[config.mk]
export PLATFORM = sky130hd
export DESIGN_NAME = usb_tx_flat
export DESIGN_NICKNAME = d
export VERILOG_FILES = /design/src/rtl/usb_tx_if.sv /design/src/rtl/usb_tx.sv /design/src/flat_wrapper.sv
export SDC_FILE = /design/constraint.sdc
export NUM_CORES = 1
export LEC_CHECK = 0
export CAP_MARGIN = 0
export CORE_UTILIZATION = 54
export DETAILED_ROUTE_END_ITERATION = 16
export PLACE_DENSITY_LB_ADDON = 0.15
export SETUP_SLACK_MARGIN = 0.4
export SYNTH_ARGS = -nofsm -noshare
export SYNTH_HDL_FRONTEND = slang
export SYNTH_SLANG_ARGS = --single-unit
export TNS_END_PERCENT = 50
[constraint.sdc]
create_clock -name clk48 -period 2.9 [get_ports clk48]
set_input_delay 0.87 -clock clk48 [delete_from_list [all_inputs] [get_ports clk48]]
set_output_delay 0.87 -clock clk48 [all_outputs]
set_load 0.05 [all_outputs]
[src/rtl/usb_tx_if.sv]
// Packet request, buffer read and USB line signals between a packet source and usb_tx.
// The transmitter uses the slave modport; the packet source and buffer side use master.
interface usb_tx_if;
    localparam int unsigned PID_W   = 4;
    localparam int unsigned COUNT_W = 10;
    localparam int unsigned ADDR_W  = 8;
    localparam int unsigned WORD_W  = 32;

    logic                start;
    logic [PID_W-1:0]    pid;
    logic [COUNT_W-1:0]  byte_count;
    logic [ADDR_W-1:0]   usb_data_buffer_address;
    logic [WORD_W-1:0]   usb_data_buffer_read_value;
    logic                usb_d_p_out;
    logic                usb_d_n_out;
    logic                usb_output_enable;
    logic                busy;
    logic                done;

    modport master (
        output start, pid, byte_count, usb_data_buffer_read_value,
        input  usb_data_buffer_address, usb_d_p_out, usb_d_n_out,
               usb_output_enable, busy, done
    );

    modport slave (
        input  start, pid, byte_count, usb_data_buffer_read_value,
        output usb_data_buffer_address, usb_d_p_out, usb_d_n_out,
               usb_output_enable, busy, done
    );
endinterface

[src/rtl/usb_tx.sv]
// Full-speed USB packet transmitter: SYNC, PID, optional data payload with CRC16,
// bit stuffing, NRZI line coding and EOP. One bit time is four clk48 cycles.
module usb_tx (
    input  logic   clk48,
    input  logic   reset_n,
    usb_tx_if.slave bus
);
    localparam int unsigned CRC_W    = 16;
    localparam int unsigned COUNT_W  = 10;
    localparam int unsigned ADDR_W   = 8;
    localparam logic [CRC_W-1:0] CRC_POLY = 16'hA001;
    localparam logic [CRC_W-1:0] CRC_INIT = 16'hFFFF;

    typedef enum logic [2:0] {IDLE, SYNC, PID, DATA, CRC, EOP_SE0, EOP_J} state_t;

    // state names the field of the next bit to send; idx is the bit position within it
    state_t               state;
    logic [1:0]           phase;
    logic [3:0]           idx;
    logic [2:0]           ones;
    logic [CRC_W-1:0]     crc;
    logic [COUNT_W-1:0]   byte_idx;
    logic [COUNT_W-1:0]   count_r;
    logic [3:0]           pid_r;
    logic                 d_p;
    logic                 d_n;
    logic                 oe;
    logic                 busy_r;
    logic                 done_r;
    logic [ADDR_W-1:0]    addr_r;

    logic                 field_bit_c;
    logic                 field_last_c;
    logic [CRC_W-1:0]     crc_next_c;
    logic [7:0]           pid_byte_c;
    logic [COUNT_W-1:0]   byte_next_c;
    logic                 stuff_c;
    logic                 boundary_c;
    logic                 data_pkt_c;

    assign pid_byte_c  = {~pid_r, pid_r};
    assign byte_next_c = byte_idx + 10'd1;
    assign stuff_c     = (ones == 3'd6);
    assign boundary_c  = (phase == 2'd3);
    assign data_pkt_c  = (pid_r[1:0] == 2'b11);
    assign crc_next_c  = {1'b0, crc[CRC_W-1:1]} ^ ((crc[0] ^ field_bit_c) ? CRC_POLY : 16'h0000);

    // Value of the next unstuffed bit and whether it closes its field
    always_comb begin
        field_bit_c  = 1'b0;
        field_last_c = (idx == 4'd7);
        case (state)
            SYNC:    field_bit_c = (idx == 4'd7);
            PID:     field_bit_c = pid_byte_c[idx[2:0]];
            DATA:    field_bit_c = bus.usb_data_buffer_read_value[{byte_idx[1:0], idx[2:0]}];
            CRC: begin
                field_bit_c  = ~crc[idx];
                field_last_c = (idx == 4'd15);
            end
            default: ;
        endcase
    end

    always_ff @(posedge clk48 or negedge reset_n) begin
        if (!reset_n) begin
            state    <= IDLE;
            phase    <= 2'd0;
            idx      <= 4'd0;
            ones     <= 3'd0;
            crc      <= CRC_INIT;
            byte_idx <= 10'd0;
            count_r  <= 10'd0;
            pid_r    <= 4'd0;
            d_p      <= 1'b1;
            d_n      <= 1'b0;
            oe       <= 1'b0;
            busy_r   <= 1'b0;
            done_r   <= 1'b0;
            addr_r   <= 8'd0;
        end else begin
            case (state)
                IDLE: begin
                    done_r <= 1'b0;
                    d_p    <= 1'b1;
                    d_n    <= 1'b0;
                    oe     <= 1'b0;
                    busy_r <= 1'b0;
                    if (bus.start) begin
                        // first SYNC bit (a 0) goes out right away: J toggles to K
                        pid_r    <= bus.pid;
                        count_r  <= bus.byte_count;
                        busy_r   <= 1'b1;
                        oe       <= 1'b1;
                        d_p      <= 1'b0;
                        d_n      <= 1'b1;
                        phase    <= 2'd0;
                        crc      <= CRC_INIT;
                        ones     <= 3'd0;
                        byte_idx <= 10'd0;
                        addr_r   <= 8'd0;
                        state    <= SYNC;
                        idx      <= 4'd1;
                    end
                end
                default: begin
                    phase  <= phase + 2'd1;
                    done_r <= (state == EOP_J) && (idx == 4'd1) && (phase == 2'd2);
                    if (boundary_c) begin
                        case (state)
                            EOP_SE0: begin
                                ones <= 3'd0;
                                if (stuff_c) begin
                                    d_p <= ~d_p;
                                    d_n <= ~d_n;
                                end else begin
                                    d_p <= 1'b0;
                                    d_n <= 1'b0;
                                    if (idx == 4'd1) begin
                                        state <= EOP_J;
                                        idx   <= 4'd0;
                                    end else begin
                                        idx <= 4'd1;
                                    end
                                end
                            end
                            EOP_J: begin
                                d_p <= 1'b1;
                                d_n <= 1'b0;
                                if (idx == 4'd0) begin
                                    idx <= 4'd1;
                                end else begin
                                    state  <= IDLE;
                                    oe     <= 1'b0;
                                    busy_r <= 1'b0;
                                    idx    <= 4'd0;
                                end
                            end
                            default: begin
                                if (stuff_c) begin
                                    d_p  <= ~d_p;
                                    d_n  <= ~d_n;
                                    ones <= 3'd0;
                                end else begin
                                    if (field_bit_c) begin
                                        ones <= ones + 3'd1;
                                    end else begin
                                        d_p  <= ~d_p;
                                        d_n  <= ~d_n;
                                        ones <= 3'd0;
                                    end
                                    if (state == DATA) crc <= crc_next_c;
                                    if (field_last_c) begin
                                        idx <= 4'd0;
                                        case (state)
                                            SYNC: state <= PID;
                                            PID: begin
                                                if (!data_pkt_c)          state <= EOP_SE0;
                                                else if (count_r == 10'd0) state <= CRC;
                                                else                       state <= DATA;
                                            end
                                            DATA: begin
                                                // next word address is ready well before its first bit
                                                byte_idx <= byte_next_c;
                                                addr_r   <= byte_next_c[9:2];
                                                if (byte_next_c == count_r) state <= CRC;
                                            end
                                            default: state <= EOP_SE0;
                                        endcase
                                    end else begin
                                        idx <= idx + 4'd1;
                                    end
                                end
                            end
                        endcase
                    end
                end
            endcase
        end
    end

    assign bus.usb_d_p_out             = d_p;
    assign bus.usb_d_n_out             = d_n;
    assign bus.usb_output_enable       = oe;
    assign bus.busy                    = busy_r;
    assign bus.done                    = done_r;
    assign bus.usb_data_buffer_address = addr_r;
endmodule

[src/flat_wrapper.sv]
// flat-port wrapper written by rule: the top's interface ports become plain ports
module usb_tx_flat 
  (clk48, reset_n, bus_start, bus_pid, bus_byte_count, bus_usb_data_buffer_read_value, bus_usb_data_buffer_address, bus_usb_d_p_out, bus_usb_d_n_out, bus_usb_output_enable, bus_busy, bus_done);
  usb_tx_if bus_i ();
  input  logic clk48;
  input  logic reset_n;
  input wire logic [$bits(bus_i.start)-1:0] bus_start;
  input wire logic [$bits(bus_i.pid)-1:0] bus_pid;
  input wire logic [$bits(bus_i.byte_count)-1:0] bus_byte_count;
  input wire logic [$bits(bus_i.usb_data_buffer_read_value)-1:0] bus_usb_data_buffer_read_value;
  output wire logic [$bits(bus_i.usb_data_buffer_address)-1:0] bus_usb_data_buffer_address;
  output wire logic [$bits(bus_i.usb_d_p_out)-1:0] bus_usb_d_p_out;
  output wire logic [$bits(bus_i.usb_d_n_out)-1:0] bus_usb_d_n_out;
  output wire logic [$bits(bus_i.usb_output_enable)-1:0] bus_usb_output_enable;
  output wire logic [$bits(bus_i.busy)-1:0] bus_busy;
  output wire logic [$bits(bus_i.done)-1:0] bus_done;
  assign bus_i.start = bus_start;
  assign bus_i.pid = bus_pid;
  assign bus_i.byte_count = bus_byte_count;
  assign bus_i.usb_data_buffer_read_value = bus_usb_data_buffer_read_value;
  assign bus_usb_data_buffer_address = bus_i.usb_data_buffer_address;
  assign bus_usb_d_p_out = bus_i.usb_d_p_out;
  assign bus_usb_d_n_out = bus_i.usb_d_n_out;
  assign bus_usb_output_enable = bus_i.usb_output_enable;
  assign bus_busy = bus_i.busy;
  assign bus_done = bus_i.done;
  usb_tx u_core (.clk48(clk48), .reset_n(reset_n), .bus(bus_i));
endmodule
==> results.tsv <==
stage	metric	value	unit
status	outcome	finished, final reports clean	
setup_path	arrival	1.65	ns
place	hpwl	6090	um
sta	clock.fmax	0.396	GHz
setup_path	critPathBufInv	1	
setup_path	crit_family	buffers and inverters	
place	gp_congestion	0.951	
yosys	synth.distinct_cells	60	
setup_path	critical_path_class	flip-flop to output pin	
sta	worst_pin_slew	0.674	ns
sta	clock_skew	0.00535	ns
cells_and_area	fillers	510	
detailed_routing	drtPass1Iterations	4	
sta	fin_hold_ws	0.512	ns
clock_tree	clk_pin_slew	0.10	ns
setup_path	required	2.03	ns
global_routing	grt_pass1_wl	14000	um
detailed_routing	vias	3012	
min_path	hold_path_class	flip-flop to flip-flop	
yosys	syn_inst	364	
sta	finalCritPeriodShare	0.870	
power	powerDensity	990	nW/um^2
global_routing	grt_pass1_vias	2943	
sta	layout_setup_ws	0.376	ns
yosys	syn-cell-area	3580	sq um
power	p_leak	0.00175	uW
yosys	yosys-top-cells-area	dfrtp_1 27%, dfstp_2 12%, mux2_2 5.0%	
sta	final-hold-violation-count	0	
setup_path	r2r-end	u_core.bus.usb_d_n_out	
yosys	synthArstFlopShare	1.00	
yosys	yosys_warnings	0	
global_routing	track_usage	0.248	
sta	min_period	2.52	ns
detailed_routing	ant_nets	0	
yosys	yosysMostFrequentCell	dfrtp_1	
place	place_ws	-0.0992	ns
setup_path	cp-end-kind	output pin	
clock_tree	cts_tree	built	
clock_tree	clock_sinks	56	
detailed_routing	drt_iter0_drc	215	
floorplanning	rows	29	
floorplanning	fp.dieH	83.4	um
yosys	ys_seq_elements	56	
cells_and_area	fin_nets	478	
power	irDropWorstVdd	0.551	mV
clock_tree	root_buffer	clkbuf_8	
sta	grt_setup_unrepaired	yes	
clock_tree	cts_buffers	5	
floorplanning	coreArea	6390	sq um
floorplanning	die_w	83.4	um
min_path	hp-start	u_core.ones[0]	
setup_path	cp_cell_sequence	clkdlybuf4s50_1	
yosys	synth_edf_count	0	
cells_and_area	finalNonFillerCells	499	
detailed_routing	drc_errors	0	
place	dp.cells	490	
yosys	synth_ff_type	dfrtp_1	
place	portBuffers	61	
flow_run	drv_cap	0	
global_routing	grt_overflow	0	
clock_tree	cts_buffer_depth	2	
detailed_routing	avgViaCountPerCell	6.04	
detailed_routing	wl	8110	um
setup_path	reg2reg_depth	7	
setup_path	slowest_delay	0.80	ns
cells_and_area	ff_latch_area	1430	sq um
min_path	hold_depth	1	
global_routing	grt_max_degree	34	
cells_and_area	area_growth_syn_to_layout	22.9	%
yosys	yosysTopAreaCell	dfrtp_1	
cells_and_area	multi_input_area	1980	sq um
yosys	yosysSeqAreaShare	0.397	
setup_path	timing.rr.start	u_core.idx[0]	
sta	slew_violations	0	
sta	setup_tns	0	ns
global_routing	antenna_found_initial	0	
yosys	syn_area_per_cell	9.83	sq um
setup_path	critPathLaunchType	flip-flop	
floorplanning	pin_count	62	
setup_path	r2r_slack	0.54	ns
clock_tree	htree_levels	2	
setup_path	crit_fanout	2	
yosys	synthTopCellsByCount	39 x dfrtp_1, 27 x nand2_1, 27 x o21ai_0, 23 x nor2_1, 17 x dfstp_2	
yosys	syn_nets	421	
cells_and_area	antenna_cells	0	
sta	setup_viol	0	
setup_path	slowest_stage	clkdlybuf4s50_1	
min_path	min_to	u_core.ones[0]	
detailed_routing	routed_wire_length_per_instance	16.2	um
cells_and_area	drive_above_1_share	0.197	
sta	relSlewSlack	0.548	
floorplanning	die_area	6960	sq um
yosys	synth_top_area_share	0.273	
floorplanning	start_util	0.561	
clock_tree	worstSkewPairLatency	0.31	ns
per-layer routing:
layer | global-route usage | share of wire | vias to the layer above
li1 | - | - | 1447
met3 | 0.0408 | 0.039 | 14
met4 | 0.0632 | 0.016 | 0
met1 | 0.340 | 0.44 | 1471
met2 | 0.411 | 0.50 | 80
met5 | 0 | 0 | -
worst max path at each step:
stage | startpoint | endpoint | slack [ns] | cells past startpoint
final | u_core.bus.usb_d_p_out | bus_usb_d_p_out | 0.38 | 1
after global routing | u_core.bus.usb_data_buffer_address[3] | bus_usb_data_buffer_address[3] | 0.34 | 1
after CTS | u_core.bus.usb_d_p_out | bus_usb_d_p_out | 0.36 | 1
after detailed placement | bus_usb_data_buffer_read_value[11] | u_core.bus.usb_d_n_out | -0.1 | 7
after global placement | bus_usb_data_buffer_read_value[11] | u_core.bus.usb_d_n_out | -0.03 | 7
after floorplan | bus_usb_data_buffer_read_value[11] | u_core.bus.usb_d_n_out | 0.48 | 6
area by class of cell:
| class | count | share of cell area |
|---|---|---|
| Inverter | 13 | 0.0111 |
| Timing Repair Buffer | 78 | 0.172 |
| Clock buffer | 5 | 0.0156 |
| Multi-Input combinational cell | 267 | 0.451 |
| Clock inverter | 3 | 0.00398 |
| Sequential cell | 56 | 0.325 |
| Tap cell | 77 | 0.0219 |
sequential cells by signal, summed over array words and instances (netlist names), 3 cells and up:
| name | flops |
|---|---|
| u_core.idx | 4 |
| u_core.pid_r | 4 |
| u_core.bus.usb_data_buffer_address | 7 |
| u_core.crc | 16 |
| u_core.ones | 3 |
| u_core.byte_idx | 3 |
| u_core.state | 3 |
| u_core.count_r | 10 |
worst reg2reg max path, cell delays in order (launching register included):
cell and delay [ns]:
dfrtp_2 0.46, mux4_1 0.59, xor2_1 0.17, a22oi_2 0.25, o22a_2 0.22, o21ai_2 0.07, a21oi_2 0.18, mux2_4 0.31
what timing repair did:
| item | CTS | global route |
|---|---|---|
| endpoints found under the setup margin | 11 | 24 |
| setup buffers | 0 | 1 |
| hold buffers | 0 | 0 |
| pin swaps | 4 | 3 |
| hold endpoints to repair | 0 | 0 |
| gates resized for setup | 10 | 11 |
cells in the final DEF, fill, tap and decap left out, types with 4 or more instances in the layout:
cell | netlist | routed
clkdlybuf4s50_1 | 0 | 51
nand2_1 | 27 | 27
o21ai_1 | 5 | 4
a22oi_1 | 4 | 4
clkbuf_8 | 0 | 5
nor3_1 | 6 | 5
nor2b_1 | 4 | 4
dfstp_2 | 17 | 17
xnor2_1 | 12 | 12
mux2_2 | 16 | 16
and2_1 | 4 | 4
dfrtp_1 | 39 | 35
mux2i_1 | 16 | 16
xor2_1 | 11 | 11
nor2_1 | 23 | 23
inv_1 | 13 | 13
buf_4 | 12 | 15
o21ai_0 | 27 | 27
dfrtp_2 | 0 | 4
o22a_1 | 15 | 15
mux4_2 | 4 | 4
nor4_1 | 5 | 4
nand3_1 | 12 | 11
a21oi_1 | 13 | 13
nand4_1 | 6 | 6
dlygate4sd2_1 | 0 | 6
o31ai_1 | 5 | 4
ha_1 | 8 | 8
stage by stage:
stage,utilization,instance area [sq um],power (uW)
6_report,0.689,4400,4350
5_1_grt,0.689,4400,4670
4_1_cts,0.682,4350,4330
3_5_place_dp,0.667,4260,3860
3_3_place_gp,0.667,4260,3800
2_1_floorplan,-,3580,3220
cells by family (layout without fill, tap and decap cells):
group,Yosys count,after routing,share of synthesized area
multiplexers,38,38,0.132
buffers and inverters,41,99,0.0598
AO/OA/AOI/OAI,102,102,0.197
adder cells (fa/ha/maj),8,8,0.0280
AND/OR/NAND/NOR,96,96,0.129
XOR/XNOR,23,23,0.0563
flip-flops,56,56,0.397
power by group:
group | leakage, uW | internal [uW] | switching, uW
logic | 0.00103 | 1140 | 1340
registers | 0.000665 | 1080 | 371
clock network | 0.0000460 | 169 | 257
total | 0.00175 | 2390 | 1970
Power figures use the tool's default switching activity.
==> patch: new RTL, config.mk and constraints unchanged <==
Reset style: synchronous (`reset_n`), changed in one clocked block.
--- a/src/rtl/usb_tx.sv
+++ b/src/rtl/usb_tx.sv
@@ -63,3 +63,3 @@
 
-    always_ff @(posedge clk48 or negedge reset_n) begin
+    always_ff @(posedge clk48) begin
         if (!reset_n) begin
Behaviour: differs if reset_n is asserted again (counterexample within 4 cycles, from zero or initial values and one cycle with reset_n low); with reset_n held inactive, the same outputs for 10 cycles.
==> patch against the original RTL <==
  * Sequential share of layout area fell by 6.4 points
  * Sequential cell count did not move
  * Area after synthesis fell by 3.1%
  * Via count rose by 11%
  * Worst hold slack got worse by 0.048 ns
  * Cell area fell by 1.6%
  * Wire length rose by 7.3%
  * Worst setup slack got worse by 0.28 ns
  * Critical path type is now input pin to flop
  * Critical path depth rose by 7
Power is not compared: it rests on default switching activity, and its combinational part moved more than twofold at a synthesized area within 25%.
==> patch: results <==
{
  "grt_pass1_vias": 3108,
  "drive_gt1_frac": 0.193,
  "status": "completed",
  "syn-num-nets": 488,
  "async_flop_share": 0,
  "synthTopCellsByArea": "dfxtp_1 (32%), nand2_1 (6.2%), mux4_2 (5.8%)",
  "synth_xor_area_frac": 0.0530,
  "fin_skew_ns": 0.00438,
  "grt_pass1_wl_mm": 14.5,
  "ys_seq_area_frac": 0.323,
  "r2r_end": "u_core.bus.usb_d_n_out$_SDFFE_PN0P_",
  "place_inst": 550,
  "crit_start": "bus_usb_data_buffer_read_value[7]",
  "critPathTopFamily": "compound AO/OA/AOI/OAI gates",
  "placed_area_um2": 4140,
  "avgViaCountPerCell": 5.96,
  "grtUsageTotal": 0.280,
  "wl_per_cell_um": 15.5,
  "synthAdderAreaFrac": 0.0289,
  "worstHoldStart": "u_core.pid_r[2]$_SDFFE_PN0P_",
  "grt_max_degree": 37,
  "r2r_slack_ns": 0.24,
  "synth_compound_gate_area_share": 0.174,
  "muxShareOfSynthArea": 0.101,
  "gp_congestion": 0.866,
  "fillers": 495,
  "drt_iter0_drc": 183,
  "dr.pass1.iters": 5,
  "r2r_start": "u_core.idx[1]$_SDFFE_PN0P_"
}
-- patch: changes by cell type after synthesis, sizes merged, moves of 18 or more --
cell / delta
nand2: +30
nor3: +18
dfrtp: -39
dfxtp: +56
nor2: +19
a21oi: +25
-- patch: tightest hold or removal path: cells and delay by family (launching register included) --
kind | cells | cell delay [ns]
compound gates | 1 | 0.05
simple gates | 1 | 0.05
flops | 1 | 0.32
-- patch: per-layer routing --
metal | part of all wire | track usage
met1 | 0.46 | 0.376
met3 | 0.045 | 0.0418
met2 | 0.48 | 0.468
met5 | 0 | 0
met4 | 0.016 | 0.0719
-- patch: logic make-up after synthesis --
logic type / Yosys count
xor gates and xnor gates: 21
AOI/OAI and AO/OA: 102
DFF: 56
adders and majority gates: 8
and+or+nand+nor: 180
buffers and inverters: 47
muxes: 17
-- patch: power groups by stage --
stage               Sequential [mW]  Clock, mW  Combinational (mW)
global placement              0.922          0               0.861
detailed placement            0.925          0               0.878
finish                        0.912      0.463               0.950
global route                  0.923      0.497                1.03
floorplan                     0.941          0               0.564
CTS                           0.909      0.470               0.896
-- patch: area by class of cell --
cell class              instances  share of cell area
flip-flops and latches         56               0.260
well taps                      75              0.0217
clock buffers                   6              0.0191
repair buffers                 86               0.171
inverters                       9             0.00781
clock inverters                 2             0.00318
multi-input cells             328               0.517
-- patch: worst max path at each step --
stage / slack (ns) / end / cells past startpoint
finish: 0.1 / u_core.bus.usb_d_n_out$_SDFFE_PN0P_ / 8
global route: 0.07 / u_core.bus.usb_d_n_out$_SDFFE_PN0P_ / 8
floorplan: 0.02 / u_core.bus.usb_d_n_out$_SDFFE_PN0P_ / 7
detailed placement: -0.50 / u_core.crc[15]$_SDFFE_PN1P_ / 9
CTS: 0.1 / u_core.bus.usb_d_n_out$_SDFFE_PN0P_ / 8
global placement: -0.44 / u_core.bus.usb_d_n_out$_SDFFE_PN0P_ / 8
-- patch: timing repair --
item / CTS / global route
cloned: 0 / 0
setup endpoints to repair: 12 / 28
gates resized for setup: 87 / 28
pin swaps: 11 / 8
buffers inserted: 2 / 2
-- patch: stage by stage --
stage               setup TNS (ns)   util  total power [mW]  hold slack (ns)  setup slack [ns]
detailed placement           -3.02  0.684              1.80            0.450            -0.503
floorplan                        0      -              1.50            0.433            0.0212
global route                     0  0.714              2.45            0.486            0.0659
CTS                              0  0.707              2.28            0.466            0.0988
global placement             -2.50  0.684              1.78            0.441            -0.442
finish                           0  0.714              2.32            0.464            0.0968
